[src/rtl/i2s_tx_ctrl.sv]
// Purpose: I2S master timing (SCLK/LRCK) plus one-entry staging of stereo pairs for the transmitter.
// Latency: a staged pair reaches pldata/prdata at the next update point (SCLK fall at count W+UPD_OFFSET).
// Backpressure: s_ready_out is registered and low while the staging register holds an unconsumed pair.
module i2s_tx_ctrl #(
    parameter int PDATA_WIDTH = 32,
    parameter int SCLK_DIV    = 4,
    parameter int UPD_OFFSET  = 4
) (
    input  logic                   clk_in,
    input  logic                   rst_n_in,
    input  logic                   en_in,
    input  logic                   s_valid_in,
    output logic                   s_ready_out,
    input  logic [PDATA_WIDTH-1:0] s_ldata_in,
    input  logic [PDATA_WIDTH-1:0] s_rdata_in,
    output logic                   sclk_out,
    output logic                   lrck_out,
    output logic [PDATA_WIDTH-1:0] pldata_out,
    output logic [PDATA_WIDTH-1:0] prdata_out,
    output logic                   frame_start_out,
    output logic                   underrun_out,
    output logic [15:0]            underrun_cnt_out
);

    localparam int DIV_W = (SCLK_DIV > 1) ? $clog2(SCLK_DIV) : 1;
    localparam int BIT_W = $clog2(2 * PDATA_WIDTH);

    localparam logic [DIV_W-1:0] DIV_LAST = DIV_W'(SCLK_DIV - 1);
    localparam logic [BIT_W-1:0] BIT_LAST = BIT_W'(2 * PDATA_WIDTH - 1);
    localparam logic [BIT_W-1:0] RSLOT    = BIT_W'(PDATA_WIDTH);
    localparam logic [BIT_W-1:0] UPD_CNT  = BIT_W'(PDATA_WIDTH + UPD_OFFSET);

    typedef enum logic {ST_IDLE = 1'b0, ST_RUN = 1'b1} state_t;

    state_t                 state_q, state_d;
    logic [DIV_W-1:0]       div_cnt_q, div_cnt_d;
    logic [BIT_W-1:0]       bit_cnt_q, bit_cnt_d;
    logic [BIT_W-1:0]       bit_cnt_nxt;
    logic                   sclk_q, sclk_d;
    logic                   lrck_q, lrck_d;
    logic                   fall;

    logic                   stg_full_q, stg_full_d;
    logic [PDATA_WIDTH-1:0] stg_l_q, stg_l_d;
    logic [PDATA_WIDTH-1:0] stg_r_q, stg_r_d;
    logic [PDATA_WIDTH-1:0] pl_q, pl_d;
    logic [PDATA_WIDTH-1:0] pr_q, pr_d;
    logic                   rdy_q, rdy_d;
    logic                   fs_q, fs_d;
    logic                   ur_q, ur_d;
    logic [15:0]            ucnt_q, ucnt_d;
    logic                   upd;
    logic                   accept;

    // FSM next state plus divider, SCLK/LRCK and bit counter; leaving RUN clears the timing immediately
    always_comb begin
        state_d     = state_q;
        div_cnt_d   = div_cnt_q;
        bit_cnt_d   = bit_cnt_q;
        sclk_d      = sclk_q;
        lrck_d      = lrck_q;
        fall        = 1'b0;
        bit_cnt_nxt = (bit_cnt_q == BIT_LAST) ? '0 : bit_cnt_q + 1'b1;
        case (state_q)
            ST_IDLE: begin
                div_cnt_d = '0;
                bit_cnt_d = '0;
                sclk_d    = 1'b0;
                lrck_d    = 1'b0;
                if (en_in) begin
                    state_d = ST_RUN;
                end
            end
            ST_RUN: begin
                if (!en_in) begin
                    state_d   = ST_IDLE;
                    div_cnt_d = '0;
                    bit_cnt_d = '0;
                    sclk_d    = 1'b0;
                    lrck_d    = 1'b0;
                end else if (div_cnt_q == DIV_LAST) begin
                    div_cnt_d = '0;
                    sclk_d    = ~sclk_q;
                    // A toggle from high is a fall: LRCK and the bit count only move here
                    if (sclk_q) begin
                        fall      = 1'b1;
                        bit_cnt_d = bit_cnt_nxt;
                        lrck_d    = (bit_cnt_nxt >= RSLOT);
                    end
                end else begin
                    div_cnt_d = div_cnt_q + 1'b1;
                end
            end
            default: state_d = ST_IDLE;
        endcase
    end

    // Staging handshake, safe-point word update and underrun accounting
    always_comb begin
        stg_full_d = stg_full_q;
        stg_l_d    = stg_l_q;
        stg_r_d    = stg_r_q;
        pl_d       = pl_q;
        pr_d       = pr_q;
        ucnt_d     = ucnt_q;
        ur_d       = 1'b0;
        upd        = fall && (bit_cnt_nxt == UPD_CNT);
        fs_d       = fall && (bit_cnt_nxt == '0);
        accept     = s_valid_in && rdy_q;
        if (upd) begin
            if (stg_full_q) begin
                pl_d       = stg_l_q;
                pr_d       = stg_r_q;
                stg_full_d = 1'b0;
            end else begin
                pl_d = '0;
                pr_d = '0;
                ur_d = 1'b1;
                if (ucnt_q != 16'hFFFF) begin
                    ucnt_d = ucnt_q + 16'd1;
                end
            end
        end
        // accept implies staging was empty, so it never collides with a drain; a same-clk
        // accept lands in staging for the next frame rather than bypassing to the outputs
        if (accept) begin
            stg_full_d = 1'b1;
            stg_l_d    = s_ldata_in;
            stg_r_d    = s_rdata_in;
        end
        rdy_d = ~stg_full_d;
    end

    // State and datapath registers
    always_ff @(posedge clk_in or negedge rst_n_in) begin
        if (!rst_n_in) begin
            state_q    <= ST_IDLE;
            div_cnt_q  <= '0;
            bit_cnt_q  <= '0;
            sclk_q     <= 1'b0;
            lrck_q     <= 1'b0;
            stg_full_q <= 1'b0;
            stg_l_q    <= '0;
            stg_r_q    <= '0;
            pl_q       <= '0;
            pr_q       <= '0;
            rdy_q      <= 1'b0;
            fs_q       <= 1'b0;
            ur_q       <= 1'b0;
            ucnt_q     <= '0;
        end else begin
            state_q    <= state_d;
            div_cnt_q  <= div_cnt_d;
            bit_cnt_q  <= bit_cnt_d;
            sclk_q     <= sclk_d;
            lrck_q     <= lrck_d;
            stg_full_q <= stg_full_d;
            stg_l_q    <= stg_l_d;
            stg_r_q    <= stg_r_d;
            pl_q       <= pl_d;
            pr_q       <= pr_d;
            rdy_q      <= rdy_d;
            fs_q       <= fs_d;
            ur_q       <= ur_d;
            ucnt_q     <= ucnt_d;
        end
    end

    assign s_ready_out      = rdy_q;
    assign sclk_out         = sclk_q;
    assign lrck_out         = lrck_q;
    assign pldata_out       = pl_q;
    assign prdata_out       = pr_q;
    assign frame_start_out  = fs_q;
    assign underrun_out     = ur_q;
    assign underrun_cnt_out = ucnt_q;

endmodule

[config.mk]
export PLATFORM = sky130hd
export DESIGN_NAME = i2s_tx_ctrl
export DESIGN_NICKNAME = d
export VERILOG_FILES = /design/src/rtl/i2s_tx_ctrl.sv
export SDC_FILE = /design/constraint.sdc
export NUM_CORES = 1
export LEC_CHECK = 0
export CAP_MARGIN = 40
export CORE_ASPECT_RATIO = 0.7
export CORE_UTILIZATION = 50
export DETAILED_ROUTE_END_ITERATION = 6
export PLACE_DENSITY = 0.8
export SYNTH_ARGS = -nofsm -noshare
export SYNTH_HDL_FRONTEND = slang
export SYNTH_SLANG_ARGS = --single-unit
[constraint.sdc]
create_clock -name clk_in -period 3.75 [get_ports clk_in]
set_input_delay 0.375 -clock clk_in [delete_from_list [all_inputs] [get_ports clk_in]]
set_output_delay 0.375 -clock clk_in [all_outputs]
set_load 0.01 [all_outputs]
==> flow_metrics.env <==
export IMPL_outcome="finished with violations"
export IMPL_violations="design-rule violations"
export IMPL_async_flop_share=1.00
export IMPL_dpl_hpwl_microns=9690
export IMPL_drc=32
export IMPL_fin_crit_ps=2670
export IMPL_ant_nets=0
export IMPL_drv_cap=0
export IMPL_finalSetupTns_ps=0
export IMPL_syn_area_per_cell_sq_um=11.5
export IMPL_crit_buf_inv=1
export IMPL_end_kind="flip-flop"
export IMPL_timing_final_crit_share=0.713
export IMPL_worstPathArrival_ps=3010
export IMPL_die_h_microns=97.4
export IMPL_ff2ff_path_depth=7
export IMPL_cts_sinks=159
export IMPL_synth_seq_cells=159
export IMPL_ys_flop_type="dfrtp_1"
export IMPL_fin_cells=884
export IMPL_ctsResizeCount=0
export IMPL_slew_headroom=0.464
export IMPL_insertion_delay_ps=420
export IMPL_antenna_found_initial=2
export IMPL_synthDistinctLibCells=39
export IMPL_slew_viol_final=0
export IMPL_place_area_sq_mm=0.00816
export IMPL_synth_nets=635
export IMPL_critPathMaxFanout=47
export IMPL_crit_family="simple AND/OR/NAND/NOR gates"
export IMPL_drt_first_pass_iters=7
export IMPL_drt_iter0_markers=296
export IMPL_synth_compound_area_share=0.0659
export IMPL_synth_edff_count=0
export IMPL_reg2reg_slack_ps=1080
export IMPL_row_count=34
export IMPL_post_drt_wl_per_cell_microns=16.5
export IMPL_cpPeakStageDelay_ps=440
export IMPL_total_power_w=0.00437
export IMPL_synthAdderAreaFrac=0.00771
export IMPL_final_cell_mix="dfrtp_1 (158), clkdlybuf4s50_1 (151), nand2_1 (141)"
export IMPL_clock_skew_ps=17.2
export IMPL_nets=780
export IMPL_grt_start_max_net_pins=76
export IMPL_r2r_start="bit_cnt_q[0]"
export IMPL_rsz0062_at_grt="no"
export IMPL_slowest_stage="dfrtp_1"
export IMPL_power_density_mw_per_mm2=498
export IMPL_yosys_warnings=0
export IMPL_io_buffers=152
export IMPL_crit_chain="ha_1 -> o32a_1 -> o21ai_2 -> nand3_4 -> buf_4 -> nor4b_2 -> xor2_1"
export IMPL_final_hold_viol_count=0
export IMPL_synthCells=563
export IMPL_clockBufferDepth=2
export IMPL_drt_total_wl_microns=14600
export IMPL_power_leakage_nw=3.92
export IMPL_synth_top_cell_area_share=0.613
export IMPL_ys_seq_area_frac=0.613
export IMPL_crit_type="reg2reg"
export IMPL_synth_area_sq_mm=0.00649
export IMPL_cts_buffers_inserted=17
export IMPL_max_freq_mhz=374
export IMPL_synth_top_family_by_area="simple AND/OR/NAND/NOR gates"
export IMPL_clk_transition_reported_paths_ps=60
export IMPL_startpoint_type="flip-flop"
export IMPL_via_per_inst=5.21
export IMPL_worst_slew_pin_slew_ps=802
export IMPL_yosys_area_share_simple=0.151
export IMPL_synth_xor_area_share=0.0256
export IMPL_irDropWorstVdd_mv=0.351
export IMPL_setup_violations=0
export IMPL_worstPathRequired_ps=4080
export IMPL_cts_setup_buffers=0
export IMPL_place_congestion=0.884
export IMPL_holdBufCountCts=1
export IMPL_htree_levels=4
export IMPL_die_w_microns=138
export IMPL_whs_ps=477
export IMPL_core_sq_mm=0.0125
export IMPL_grt_pass1_wl_microns=24400
export IMPL_start_util=0.517
export IMPL_grt_usage=0.235
export IMPL_io_pin_count=153
export IMPL_holdCritPathClass="in2async"
export IMPL_drive_gt1_frac=0.172
export IMPL_postLayoutCellArea_sq_mm=0.00877
export IMPL_reg2reg_to="underrun_cnt_out[12]"
export IMPL_overflow=0
export IMPL_final_common_cell="dfrtp_1"
export IMPL_vias=4609
export IMPL_ys_top_cells_by_area="dfrtp_1 (61%), mux2_2 (11%), nand2_1 (8.2%)"
export IMPL_dieArea_sq_mm=0.0135
export IMPL_root_buffer="clkbuf_16"
export IMPL_first_global_vias=4830
export IMPL_syn2layout_area_growth_pct=35.1
export IMPL_yosys_mux_area_fraction=0.113
export IMPL_cts_tree="yes"
export IMPL_dp_cells=850
export IMPL_yosysTopAreaCell="dfrtp_1"
worst max path at each step:
stage	from	end	slack, ps	cells past startpoint
after floorplan	bit_cnt_q[0]	underrun_cnt_out[1]	1660	7
after global placement	bit_cnt_q[0]	underrun_cnt_out[12]	1250	7
after detailed placement	bit_cnt_q[0]	underrun_cnt_out[12]	1150	7
after CTS	bit_cnt_q[0]	underrun_cnt_out[12]	1070	7
after global routing	bit_cnt_q[0]	underrun_cnt_out[12]	940	7
final	bit_cnt_q[0]	underrun_cnt_out[12]	1080	7
cells in the mapped netlist (all sizes together) (3+ instances only):
library cell / instances
a21oi: 5
and2: 4
and3: 4
buf: 13
clkbuf: 22
dfrtp: 159
ha: 4
inv: 3
mux2: 65
nand2: 143
nand3: 6
nand3b: 3
nand4: 5
nor2: 10
nor3: 4
nor4: 6
nor4b: 6
o21ai: 69
xnor2: 5
xor2: 14
routing by layer:
metal	global-route usage	vias up	routed length, microns
met4	0.0743	0	92
met2	0.370	130	6890
met3	0.0996	8	1210
li1	-	2197	-
met1	0.296	2274	6360
met5	0	-	0
flip-flops by register name, summed over array words and instances (netlist names):
name / flops
sclk_out: 1
underrun_cnt_out: 16
stg_r_q: 32
stg_full_q: 1
state_q: 1
pldata_out: 32
div_cnt_q: 2
s_ready_out: 1
underrun_out: 1
lrck_out: 1
frame_start_out: 1
stg_l_q: 32
prdata_out: 32
bit_cnt_q: 6
cell type report:
type,count,area [sq um]
Fill cell,866,3780
Clock buffer,19,443
Timing Repair Buffer,161,1610
Multi-Input combinational cell,366,2360
Inverter,3,11.3
Tap cell,162,203
Sequential cell,159,3980
Clock inverter,13,163
Antenna cell,1,2.50
power by group:
group	total, W	switching, W	internal (W)	leakage [nW]
Clock	0.00176	0.000692	0.00107	0.289
Sequential	0.00211	0.000137	0.00197	2.06
Combinational	0.000505	0.000190	0.000315	1.57
Total	0.00437	0.00102	0.00335	3.92
worst register-to-register path, cell delays in order, from the launching register on:
cell	delay, ps
dfrtp_1	440
ha_1	350
o32a_1	420
o21ai_2	190
nand3_4	310
buf_4	390
nor4b_2	330
xor2_1	170
kinds of logic after synthesis:
logic type,Yosys count
compound gates,81
xor+xnor,19
fa+ha+maj,4
buf+inv,38
flops,159
mux,65
simple gates,197
per-stage QoR:
stage          setup WS [ps]  utilization
2_1_floorplan           1660            -
3_3_place_gp            1250        0.648
3_5_place_dp            1150        0.650
4_1_cts                 1070        0.699
5_1_grt                  943        0.699
6_report                1080        0.699
Power figures use the tool's default switching activity.
==> edit: new RTL, same settings <==
Make the reset (`rst_n_in`) synchronous in one clocked block.
--- a/src/rtl/i2s_tx_ctrl.sv
+++ b/src/rtl/i2s_tx_ctrl.sv
@@ -132,7 +132,7 @@
     end
 
     // State and datapath registers
-    always_ff @(posedge clk_in or negedge rst_n_in) begin
+    always_ff @(posedge clk_in) begin
         if (!rst_n_in) begin
             state_q    <= ST_IDLE;
             div_cnt_q  <= '0;
Formal check against the unedited RTL: differs if rst_n_in is asserted again (counterexample within 4 cycles, from zero or initial values and one cycle with rst_n_in low); with rst_n_in held inactive, the same outputs for 10 cycles.
==> edit against the unedited design <==
Routed wire length is 25% higher; non-clock buffer count grew 5; setup slack lost 25 ps; area after synthesis fell by 2.9%; sequential cell count unchanged; cell area decreased by 3.4%; synthesized cell count grew 36%.
Power is not compared: it rests on default switching activity, and its combinational part moved more than twofold at a synthesized area within 25%.
==> edit: results (changes against the unedited design) <==
CTS
  • Num CTS Buffers: 17 (unchanged)
  • CTS Buffer Depth: 2 (unchanged)
  • Post-CTS sizing: 0 (unchanged)
  • Post-CTS Setup Inserts: 0 (unchanged)
  • Skew-Pair Late Insertion Delay: 420 ps (about the same)
  • Worst-path clk slew: 60 ps (about the same)
  • Clock root buffer: clkbuf_16 (unchanged)
  • CTS H-Tree Depth: 4 (unchanged)

GRT
  • Initial antenna violation count: 0 (was 2)
  • Largest net degree at the start of global routing: 71 (was 76)
  • Vias in the first global route: 5697 (was 4830)
  • GRT Overall Usage: 28.21% (was 23.52%)
  • First-pass GRT wire length: 28.65 mm (was 24.35 mm)

Yosys
  • Synth top cells by count: 159 x dfxtp_1, 149 x nand2_1, 139 x a21oi_1 (was 159 x dfrtp_1, 142 x nand2_1, 65 x mux2_2)
  • Sequential area share after synthesis: 50.46% (was 61.27%)
  • Yosys cell types: 48 (was 39)
  • Async SR Flop Fraction: 0% (was 100.0%)
  • Avg Synthesized Cell Area: 8.225 um^2 (was 11.53 um^2)
  • Number of synthesis warnings: 0 (unchanged)
  • Area contributors post-synth: dfxtp_1 50%, a21oi_1 11%, nand2_1 8.9%, nand4_1 7.0%, o21ai_0 5.4% (was dfrtp_1 61%, mux2_2 11%, nand2_1 8.2%, o21ai_0 4.9%, xor2_1 1.9%)
  • Mapped Nets: 839 (was 635)

Timing
  • Skew final: 12.96 ps (was 17.15 ps)
  • Measured slew at the worst slew-check pin: 756.0 ps (was 801.8 ps)

Min path
  • Hold Path Class: reg2reg (was in2async)
  • Hold wc startpoint: div_cnt_q[0]$_SDFF_PP0_

Detailed routing
  • DR pass1 iterations: 5 (was 7)
  • Routed vias: 6283 (was 4609)
  • Wirelength per Cell: 17.39 um (was 16.47 um)
  • Initial drt markers: 612 (was 296)
  • Routed WL: 18.25 mm (was 14.56 mm)

Power and ir drop
  • Peak VDD IR: 392.4 uV
  • LEAKAGE: between 2 and 3 nW

Place
  • Pre-CTS setup slack: 1127 ps (was 1152 ps)
  • Placed Instances: 1019 (was 850)
  • Post-DP HPWL: 11.74 mm (was 9.689 mm)
  • Placer Congestion: 0.8591 (was 0.8840)
  • Port Buffer Count: 152 (unchanged)

Layout
  • Share of layout cells above drive strength 1: 6.054% (was 17.20%)
  • Nets: 953 (was 780)
  • Antenna Cells: 0 (was 1)

Critical path
  • Reg-to-Reg Start: bit_cnt_q[0]$_SDFFE_PN0P_ (was bit_cnt_q[0]$_DFFE_PN0P_)
  • WP data arrival: 3040 ps (was 3010 ps)
  • CP max FO: 64 (was 47)
  • Startpoint types: register (unchanged)

Run status
  • Status: completed (was complete, but fails checks)
[edit: layer usage]
layer | vias to the layer above | track usage (%) | part of all wire (%)
met1 | 2967 | 38.80 | 44
met3 | 17 | 6.266 | 9.1
met4 | 0 | 8.056 | 0.96
met2 | 339 | 44.42 | 45
met5 | - | 0 | 0
li1 | 2960 | - | -
[edit: worst paths after layout]
path	end	slack, ps	depth (start not counted)
min reg2reg	div_cnt_q[0]$_SDFF_PP0_	440	1
min	div_cnt_q[0]$_SDFF_PP0_	440	1
max	prdata_out[2]$_SDFFE_PN0P_	1050	7
max reg2reg	prdata_out[2]$_SDFFE_PN0P_	1050	7
[edit: critical path: stages (launching register included)]
cell and delay [ps]:
dfxtp_1 480, ha_1 450, nand4_1 210, o32ai_4 290, o21a_2 180, buf_4 530, nand4_1 210, a21oi_1 210
[edit: through the flow]
step                      utilization, %  cell area, um^2
final                              70.54             8476
after global routing               70.54             8476
after CTS                          70.54             8476
after detailed placement           65.47             7866
after global placement             65.30             7846
after floorplan                        -             6309
[edit: cell type report]
cell class,instances,area [um^2]
fillers,923,3540
clock buffers,19,442.9
well taps,157,196.4
flip-flops and latches,159,3184
clock inverters,11,166.4
inverters,6,25.02
repair buffers,166,1639
multi-input cells,531,2821
[edit: cells by family after synthesis]
logic type,after synthesis,share of synthesized area [%]
adder cells (fa/ha/maj),4,0.7934
AND/OR/NAND/NOR,282,21.74
flip-flops,159,50.46
buffers and inverters,77,5.097
AO/OA/AOI/OAI,233,20.09
XOR/XNOR,5,0.6943
multiplexers,7,1.131
[edit: power by group]
group	switching (mW)	leakage, nW	internal, mW
clock network	0.671	0.291	1.12
registers	0.0195	1.29	1.72
logic	0.114	1.21	0.0965
total	0.804	2.79	2.94
